[src/rtl/pps_capture.sv]
// PPS edge timestamper: synchronises and qualifies pps_in, latches a latency-compensated
// timestamp with its edge-to-edge period, tracks lock and offers records over valid/ready.
module pps_capture #(
    parameter int              TS_W           = 64,
    parameter int              MIN_HIGH       = 4,
    parameter logic [TS_W-1:0] LAT_COMP_VAL   = 60,
    parameter logic [TS_W-1:0] NOMINAL_PERIOD = 1_000_000_000,
    parameter logic [TS_W-1:0] TOLERANCE      = 1_000,
    parameter int              MISS_CNT_W     = 16
) (
    input  logic                  clk_pps,
    input  logic                  reset_pps,
    input  logic                  pps_in,
    input  logic [TS_W-1:0]       timestamp,
    input  logic                  clr_status,
    input  logic                  ts_ready,
    output logic                  ts_valid,
    output logic [TS_W-1:0]       ts_data,
    output logic [TS_W-1:0]       ts_period,
    output logic                  ts_period_ok,
    output logic                  locked,
    output logic                  overrun,
    output logic [MISS_CNT_W-1:0] miss_cnt,
    output logic [1:0]            dbg_state
);

    localparam int HC_W = $clog2(MIN_HIGH + 1);
    localparam logic [TS_W-1:0]       WIN_LO   = NOMINAL_PERIOD - TOLERANCE;
    localparam logic [TS_W-1:0]       WIN_HI   = NOMINAL_PERIOD + TOLERANCE;
    localparam logic [TS_W-1:0]       TO_LIMIT = NOMINAL_PERIOD + TOLERANCE + LAT_COMP_VAL;
    localparam logic [MISS_CNT_W-1:0] MISS_MAX = '1;

    typedef enum logic [1:0] {
        ST_UNLOCKED = 2'd0,
        ST_ACQUIRE  = 2'd1,
        ST_LOCKED   = 2'd2
    } state_t;

    state_t          r_state;
    state_t          w_state_nxt;
    logic            r_s1;
    logic            r_s2;
    logic [1:0]      r_sync_vld;
    logic [HC_W-1:0] r_hi_cnt;
    logic            r_armed;
    logic [TS_W-1:0] r_prev_ts;
    logic            r_have_prev;

    logic            w_ev;
    logic [TS_W-1:0] w_cap;
    logic [TS_W-1:0] w_per;
    logic [TS_W-1:0] w_since;
    logic            w_in_win;
    logic            w_first;
    logic            w_timeout;
    logic            w_load;
    logic            w_drop;
    logic            w_miss_inc;

    // r_sync_vld marks when r_s2 holds a real pps sample, so a pulse already
    // high out of reset cannot arm the detector through the reset-zeroed flops.
    always_ff @(posedge clk_pps) begin
        if (reset_pps) begin
            r_s1       <= 1'b0;
            r_s2       <= 1'b0;
            r_sync_vld <= 2'b00;
            r_hi_cnt   <= '0;
            r_armed    <= 1'b0;
        end else begin
            r_s1       <= pps_in;
            r_s2       <= r_s1;
            r_sync_vld <= {r_sync_vld[0], 1'b1};
            if (!r_s2)
                r_hi_cnt <= '0;
            else if (r_hi_cnt != HC_W'(MIN_HIGH))
                r_hi_cnt <= r_hi_cnt + HC_W'(1);
            if (!r_s2 && r_sync_vld[1])
                r_armed <= 1'b1;
            else if (w_ev)
                r_armed <= 1'b0;
        end
    end

    assign w_ev       = r_armed & r_s2 & (r_hi_cnt == HC_W'(MIN_HIGH - 1));
    assign w_cap      = timestamp - LAT_COMP_VAL;
    assign w_per      = w_cap - r_prev_ts;
    assign w_since    = timestamp - r_prev_ts;
    assign w_in_win   = r_have_prev & (w_per >= WIN_LO) & (w_per <= WIN_HI);
    assign w_first    = (r_state == ST_UNLOCKED) | ~r_have_prev;
    assign w_timeout  = (r_state != ST_UNLOCKED) & ~w_ev & (w_since > TO_LIMIT);
    assign w_miss_inc = w_timeout & (r_state == ST_LOCKED);

    // Handshake: a record transfers on any cycle with ts_valid & ts_ready; while
    // ts_valid & ~ts_ready the record is frozen and a new edge is dropped (overrun).
    assign w_load = w_ev & (~ts_valid | ts_ready);
    assign w_drop = w_ev & ts_valid & ~ts_ready;

    always_comb begin
        w_state_nxt = r_state;
        case (r_state)
            ST_UNLOCKED: begin
                if (w_ev)
                    w_state_nxt = ST_ACQUIRE;
            end
            ST_ACQUIRE, ST_LOCKED: begin
                if (w_ev)
                    w_state_nxt = w_in_win ? ST_LOCKED : ST_ACQUIRE;
                else if (w_timeout)
                    w_state_nxt = ST_UNLOCKED;
            end
            default: w_state_nxt = ST_UNLOCKED;
        endcase
    end

    always_ff @(posedge clk_pps) begin
        if (reset_pps)
            r_state <= ST_UNLOCKED;
        else
            r_state <= w_state_nxt;
    end

    always_ff @(posedge clk_pps) begin
        if (reset_pps) begin
            ts_valid     <= 1'b0;
            ts_data      <= '0;
            ts_period    <= '0;
            ts_period_ok <= 1'b0;
            overrun      <= 1'b0;
            miss_cnt     <= '0;
            r_prev_ts    <= '0;
            r_have_prev  <= 1'b0;
        end else begin
            if (w_load) begin
                ts_valid     <= 1'b1;
                ts_data      <= w_cap;
                ts_period    <= w_first ? '0 : w_per;
                ts_period_ok <= ~w_first & w_in_win;
            end else if (ts_ready) begin
                ts_valid <= 1'b0;
            end

            // Dropped edges still advance the period reference.
            if (w_ev) begin
                r_prev_ts   <= w_cap;
                r_have_prev <= 1'b1;
            end else if (w_miss_inc) begin
                r_have_prev <= 1'b0;
            end

            if (w_drop)
                overrun <= 1'b1;
            else if (clr_status)
                overrun <= 1'b0;

            if (w_miss_inc)
                miss_cnt <= clr_status ? MISS_CNT_W'(1)
                          : (miss_cnt == MISS_MAX) ? miss_cnt : miss_cnt + MISS_CNT_W'(1);
            else if (clr_status)
                miss_cnt <= '0;
        end
    end

    assign locked    = (r_state == ST_LOCKED);
    assign dbg_state = r_state;

endmodule

[config.mk]
export PLATFORM = sky130hd
export DESIGN_NAME = pps_capture
export DESIGN_NICKNAME = d
export VERILOG_FILES = /design/src/rtl/pps_capture.sv
export SDC_FILE = /design/constraint.sdc
export NUM_CORES = 1
export LEC_CHECK = 0
export CORE_MARGIN = 2
export CORE_UTILIZATION = 60
export DETAILED_ROUTE_END_ITERATION = 10
export DONT_BUFFER_PORTS = 1
export PLACE_DENSITY_LB_ADDON = 0.08
export SLEW_MARGIN = 20
export SYNTH_ARGS = -nofsm -noshare
export SYNTH_HDL_FRONTEND = slang
export SYNTH_SLANG_ARGS = --single-unit
[constraint.sdc]
create_clock -name clk_pps -period 7.6 [get_ports clk_pps]
set_input_delay 1.52 -clock clk_pps [delete_from_list [all_inputs] [get_ports clk_pps]]
set_output_delay 1.52 -clock clk_pps [all_outputs]
set_load 0.02 [all_outputs]
==> flow_metrics.tcl, run 1 <==
set metrics [dict create \
    outcome "finished, final reports clean" \
    antenna_found_initial 0 \
    htree_levels 1 \
    period_share_pct 93.7 \
    combPwrFrac_pct 23.5 \
    cp-start-kind "input pin" \
    core_area_mm2 0.0316 \
    portBuffers 0 \
    p_leak_nw 7.57 \
    fin_nets 2904 \
    worst_pin_slew_ns 1.06 \
    cp_data_arrival_time_ns 7.55 \
    setup_violations 0 \
    cp_max_fo 5 \
    numClockSinks 222 \
    clk_path_buf_depth 3 \
    drtAntennaViolNets 0 \
    path_class "input pin to flip-flop" \
    postLayoutSetupSlackWorst_ns 0.481 \
    grt_first_pass_wirelength_um 112000 \
    syn_area_per_cell_um2 7.14 \
    fin_area_mm2 0.0210 \
    grt_pass1_vias 20200 \
    instances_no_fill 3121 \
    avgViaCountPerCell 6.92 \
    syn2layout_area_growth_pct 9.17 \
    internal-power_mw 2.13 \
    swShare_pct 31.8 \
    cap_violations 0 \
    clk_pin_slew_ns 0.06 \
    power_frac_clock_pct 39.1 \
    pin_count 219 \
    rows 65 \
    numCtsBuffers 26 \
    hold_viol_final 0 \
    insertion_delay_ns 0.56 \
    drt-initial-drc-count 2382 \
    worstHoldPathType "flip-flop to flip-flop" \
    die_area_mm2 0.0335 \
    dr.pass1.iters 8 \
    gr-total-overflow 0 \
    relSlewSlack_pct 29.0 \
    synth-main-ff-cell "dfxtp_1" \
    vdd_drop_max_mv 0.209 \
    powerDensity_mw_per_mm2 149 \
    wirelength_um 73700 \
    gp_congestion 1.10 \
    synth-edff-count 0 \
    drc 0 \
    fin_crit_ns 7.12 \
    place_area_mm2 0.0201 \
    fmax_mhz 140 \
    cts_tree "done" \
    ys_seq_elements 222 \
    switchingPower_mw 0.994 \
    place_ws_ns -0.0585 \
    final_max_slew_viol_count 0 \
    syn_nets 2895 \
    post_drt_wl_per_cell_um 23.6 \
    seqPwrFrac_pct 37.4 \
    skew_ns 0.0228 \
    hpwlAfterDp_um 57800 \
    track_usage_pct 42.3 \
    cp-end-kind "flip-flop" \
    cts_root_buf "clkbuf_16" \
    synth_cells 2693 \
    die_w_um 183 \
    die_h_um 183 \
    drive_gt1_share_pct 8.13 \
    synth_cell_types 89 \
    dp_cells 3076 \
    critical_path_required_ns 8.03 \
    synthArstFlopShare_pct 0 \
    ys_seq_area_share_pct 23.1 \
    grt_max_degree 203 \
    cts_hold_buf 0 \
    vias 21600 \
    num_antenna_cells 0 \
    synth_warnings 0 \
    rsz0062_at_grt "no" \
    syn_area_mm2 0.0192 \
    start_util_pct 60.9 \
]
-- worst paths after layout --
path                                    start  cells after the start  slack, ns            end
worst max-delay path             timestamp[7]                     24       0.48   dbg_state[0]
worst min-delay path            r_sync_vld[0]                      1       0.45  r_sync_vld[1]
worst max register to register  r_prev_ts[21]                     15       2.55   miss_cnt[12]
worst min register to register  r_sync_vld[0]                      1       0.45  r_sync_vld[1]
-- cell families (layout without fill, tap and decap cells) --
family                     after synthesis  count (layout)  share of synthesized area, %
AOI/OAI and AO/OA                      833             833                          28.6
xor gates and xnor gates               128             128                          5.87
adders and majority gates              133             133                          8.70
buffers and inverters                  306             332                          6.03
DFF                                    222             222                          23.1
muxes                                   18              18                         0.964
and+or+nand+nor                       1053            1053                          26.7
-- power groups by stage --
| stage | Combinational, mW | Clock [mW] | Sequential [mW] |
|---|---|---|---|
| after floorplan | 0.492 | 0 | 1.19 |
| after global placement | 0.691 | 0 | 1.19 |
| after detailed placement | 0.700 | 0 | 1.19 |
| after CTS | 0.705 | 1.22 | 1.17 |
| after global routing | 0.786 | 1.27 | 1.17 |
| final | 0.734 | 1.22 | 1.17 |
-- per-layer routing --
layer | track usage, % | up-vias | wire, um
met2 | 70.2 | 1349 | 33300
met4 | 24.9 | 0 | 5040
met5 | 0 | - | 0
li1 | - | 9868 | -
met1 | 50.4 | 10100 | 28000
met3 | 9.21 | 321 | 7400
-- worst max-delay path, stage by stage --
cell and delay, ns:
or4_4 0.51, or4_1 0.52, nand2b_1 0.21, nor2_1 0.16, nand2_1 0.13, or3_4 0.45, or2_2 0.32, nor3_1 0.18
xnor2_1 0.16, inv_1 0.07, ha_1 0.37, and4_1 0.24, nand2_1 0.09, nor4_1 0.32, o21ai_0 0.15, nand3b_1 0.10
a31oi_1 0.04, buf_4 0.15, mux2_2 0.22, or4b_1 0.43, or4_1 0.56, nor4_4 0.35, a32o_1 0.22, nor3_1 0.06
-- layout by cell type, fill, tap and decap left out, drive strengths merged, types with 23 or more instances in the layout --
cell,instances
nand3,63
nor4,32
and3,26
o21a,23
o21ai,141
inv,160
a211oi,140
nor3,72
clkbuf,32
nand4,70
nand2,236
a31oi,24
or4,25
a21o,53
xor2,56
nor2,374
a22oi,47
a21oi,221
or3,37
buf,128
xnor2,72
ha,132
dfxtp,222
o211ai,25
-- what timing repair did --
| action | CTS | global route |
|---|---|---|
| resized for setup | 0 | 2 |
| setup endpoints to repair | 0 | 3 |
| buffers inserted | 0 | 0 |
-- Yosys cell counts, types with 70 or more instances --
cell	n	area [um2]
nor2_1	374	1400
xnor2_1	71	622
a211oi_1	139	1040
a21oi_1	221	1110
o21ai_0	127	636
dfxtp_1	222	4440
nor3_1	70	350
ha_1	132	1650
nand2_1	235	882
inv_1	158	593
clkbuf_1	140	526
nand4_1	70	438
-- registers in the layout (all words and copies together) (netlist names), 2 cells and up --
name and cells:
dbg_state 2, miss_cnt 16, r_hi_cnt 3, r_prev_ts 64
r_sync_vld 2, ts_data 64, ts_period 64
-- through the flow --
step                      power (mW)  utilization, %  TNS [ns]  hold slack (ns)
after floorplan                 1.68               -         0            0.414
after global placement          1.88            63.8  -0.00979            0.418
after detailed placement        1.89            63.8   -0.0719            0.433
after CTS                       3.10            66.5         0            0.445
after global routing            3.23            66.5         0            0.460
final                           3.12            66.5         0            0.450
-- cell type report --
| cell class | instances | area [um2] |
|---|---|---|
| multi-input cells | 2165 | 13600 |
| fillers | 2705 | 10600 |
| flip-flops and latches | 222 | 4440 |
| repair buffers | 128 | 961 |
| clock buffers | 32 | 703 |
| inverters | 159 | 597 |
| well taps | 402 | 503 |
| clock inverters | 13 | 125 |
Note: power is estimated with default switching activity, not from simulation.
==> run 2: changes to the inputs <==
--- a/config.mk
+++ b/config.mk
@@ -5,10 +5,10 @@
 export SDC_FILE = /design/constraint.sdc
 export NUM_CORES = 1
 export LEC_CHECK = 0
+export BUFFER_PORTS_ARGS = -buffer_cell sky130_fd_sc_hd__buf_4
 export CORE_MARGIN = 2
-export CORE_UTILIZATION = 60
+export CORE_UTILIZATION = 55
 export DETAILED_ROUTE_END_ITERATION = 10
-export DONT_BUFFER_PORTS = 1
 export PLACE_DENSITY_LB_ADDON = 0.08
 export SLEW_MARGIN = 20
 export SYNTH_ARGS = -nofsm -noshare
==> run 2 against run 1 <==
  * Final cell count increased by 11%
  * Flip-flop and latch count is the same
  * Worst setup slack got worse by 0.12 ns
  * Critical endpoint unchanged
  * Die area rose by 8.9%
  * Sequential share of layout area is 2.0 points lower
  * Register-to-register slack worse by 0.22 ns
  * Clock skew is 0.0084 ns lower
  * First-iteration DRC count shrank 8.0%
==> flow_metrics.tcl, run 2 (synthesis gave the netlist of run 1 again) <==
set metrics [dict create \
    fill_cells 2936 \
    cp-end-kind "flip-flop" \
    clk_path_buf_depth 3 \
    cp_max_fo 5 \
    fin_nets 3188 \
    syn2layout_area_growth_pct 20.9 \
    worstHoldPathType "flip-flop to flip-flop" \
    start_util_pct 55.8 \
    cp_data_arrival_time_ns 7.70 \
    gp_congestion 1.07 \
    drive_gt1_share_pct 16.8 \
    fin_worst_hold_slack_ns 0.451 \
    die_w_um 191 \
    fmax_mhz 138 \
    wirelength_um 76200 \
    grt_pass1_vias 21100 \
    instances_no_fill 3461 \
    numClockSinks 222 \
    insertion_delay_ns 0.57 \
    num_antenna_cells 0 \
    slowest_stage "or4_1" \
    gr-total-overflow 0 \
    layout_commonest_cell "buf_4" \
    clk_pin_slew_ns 0.07 \
    path_class "input pin to flip-flop" \
    setup_violations 0 \
    grt_first_pass_wirelength_um 116000 \
    place_area_mm2 0.0223 \
    grt_max_degree 108 \
    drtAntennaViolNets 0 \
    avgViaCountPerCell 6.54 \
    die_area_mm2 0.0365 \
    antenna_found_initial 0 \
    dp_cells 3413 \
    die_h_um 191 \
    drc 0 \
    post-route-util_pct 67.4 \
    outcome "finished, final reports clean" \
    portBuffers 218 \
    worst_pin_slew_ns 0.899 \
    drt-initial-drc-count 2191 \
    numCtsBuffers 26 \
    vias 22600 \
    hpwlAfterDp_um 60800 \
    fin_crit_ns 7.24 \
    cts_tree "done" \
    final_max_slew_viol_count 0 \
    post_drt_wl_per_cell_um 22.0 \
    regArea_mm2 0.00444 \
    multi_input_area_mm2 0.0136 \
    track_usage_pct 40.5 \
    period_share_pct 95.3 \
    critical_path_required_ns 8.05 \
    pin_count 219 \
    htree_levels 1 \
    final_cell_mix "409 x buf_4, 374 x nor2_1, 234 x nand2_1" \
    cp-start-kind "input pin" \
    cp_slowest_stage_delay_ns 0.57 \
    cap_violations 0 \
    relSlewSlack_pct 38.5 \
    dr.pass1.iters 6 \
    rsz0062_at_grt "no" \
    vdd_drop_max_mv 0.194 \
    cts_root_buf "clkbuf_16" \
    hold_viol_final 0 \
    p_leak_nw 9.06 \
    fin_total_pwr_mw 3.27 \
    powerDensity_mw_per_mm2 141 \
    core_area_mm2 0.0345 \
    rows 68 \
    top_regs "r_prev_ts x64, ts_data x64, ts_period x64" \
    postCtsSetupBuffers 0 \
    fin_area_mm2 0.0232 \
    skew_ns 0.0144 \
]
-- run 2: area by class of cell --
cell class | count | share of cell area, %
Multi-Input combinational cell | 2165 | 58.7
Inverter | 159 | 2.57
Sequential cell | 222 | 19.1
Tap cell | 455 | 2.45
Timing Repair Buffer | 412 | 13.4
Clock buffer | 33 | 3.04
Clock inverter | 15 | 0.668
-- run 2: through the flow --
stage | setup TNS [ns] | setup WS (ns)
detailed placement | -0.788 | -0.303
floorplan | 0 | 0.146
global placement | -0.289 | -0.145
finish | 0 | 0.356
global route | 0 | 0.0817
CTS | 0 | 0.249
-- run 2: power breakdown --
group / switching, mW / internal (mW)
combinational: 0.522 / 0.312
sequential: 0.00105 / 1.17
clock: 0.540 / 0.730
-- run 2: repair_timing --
item	4_1_cts	5_1_grt
hold buffers	0	0
gates resized for setup	0	2
endpoints found under the setup margin	0	3
-- run 2: layer usage --
layer	wire length (um)	vias up	global-route usage, %
met3	6670	305	6.21
met4	4720	0	22.3
met2	35000	1323	67.8
met1	29800	10600	49.7
met5	0	-	0
li1	-	10500	-
-- run 2: critical path: cells and delay by family --
family,cells,cell delay (ns)
buffers and inverters,3,0.34
adders and majority gates,1,0.36
muxes,1,0.24
AOI/OAI and AO/OA,3,0.42
and+or+nand+nor,16,4.65
xor gates and xnor gates,1,0.18
-- run 2: final timing paths --
kind,start,cells past startpoint,slack [ns],end
setup reg to reg,r_prev_ts[2],14,2.33,miss_cnt[7]
hold reg to reg,r_sync_vld[0],1,0.45,r_sync_vld[1]
setup / recovery,timestamp[7],25,0.36,dbg_state[0]
hold / removal,r_sync_vld[0],1,0.45,r_sync_vld[1]
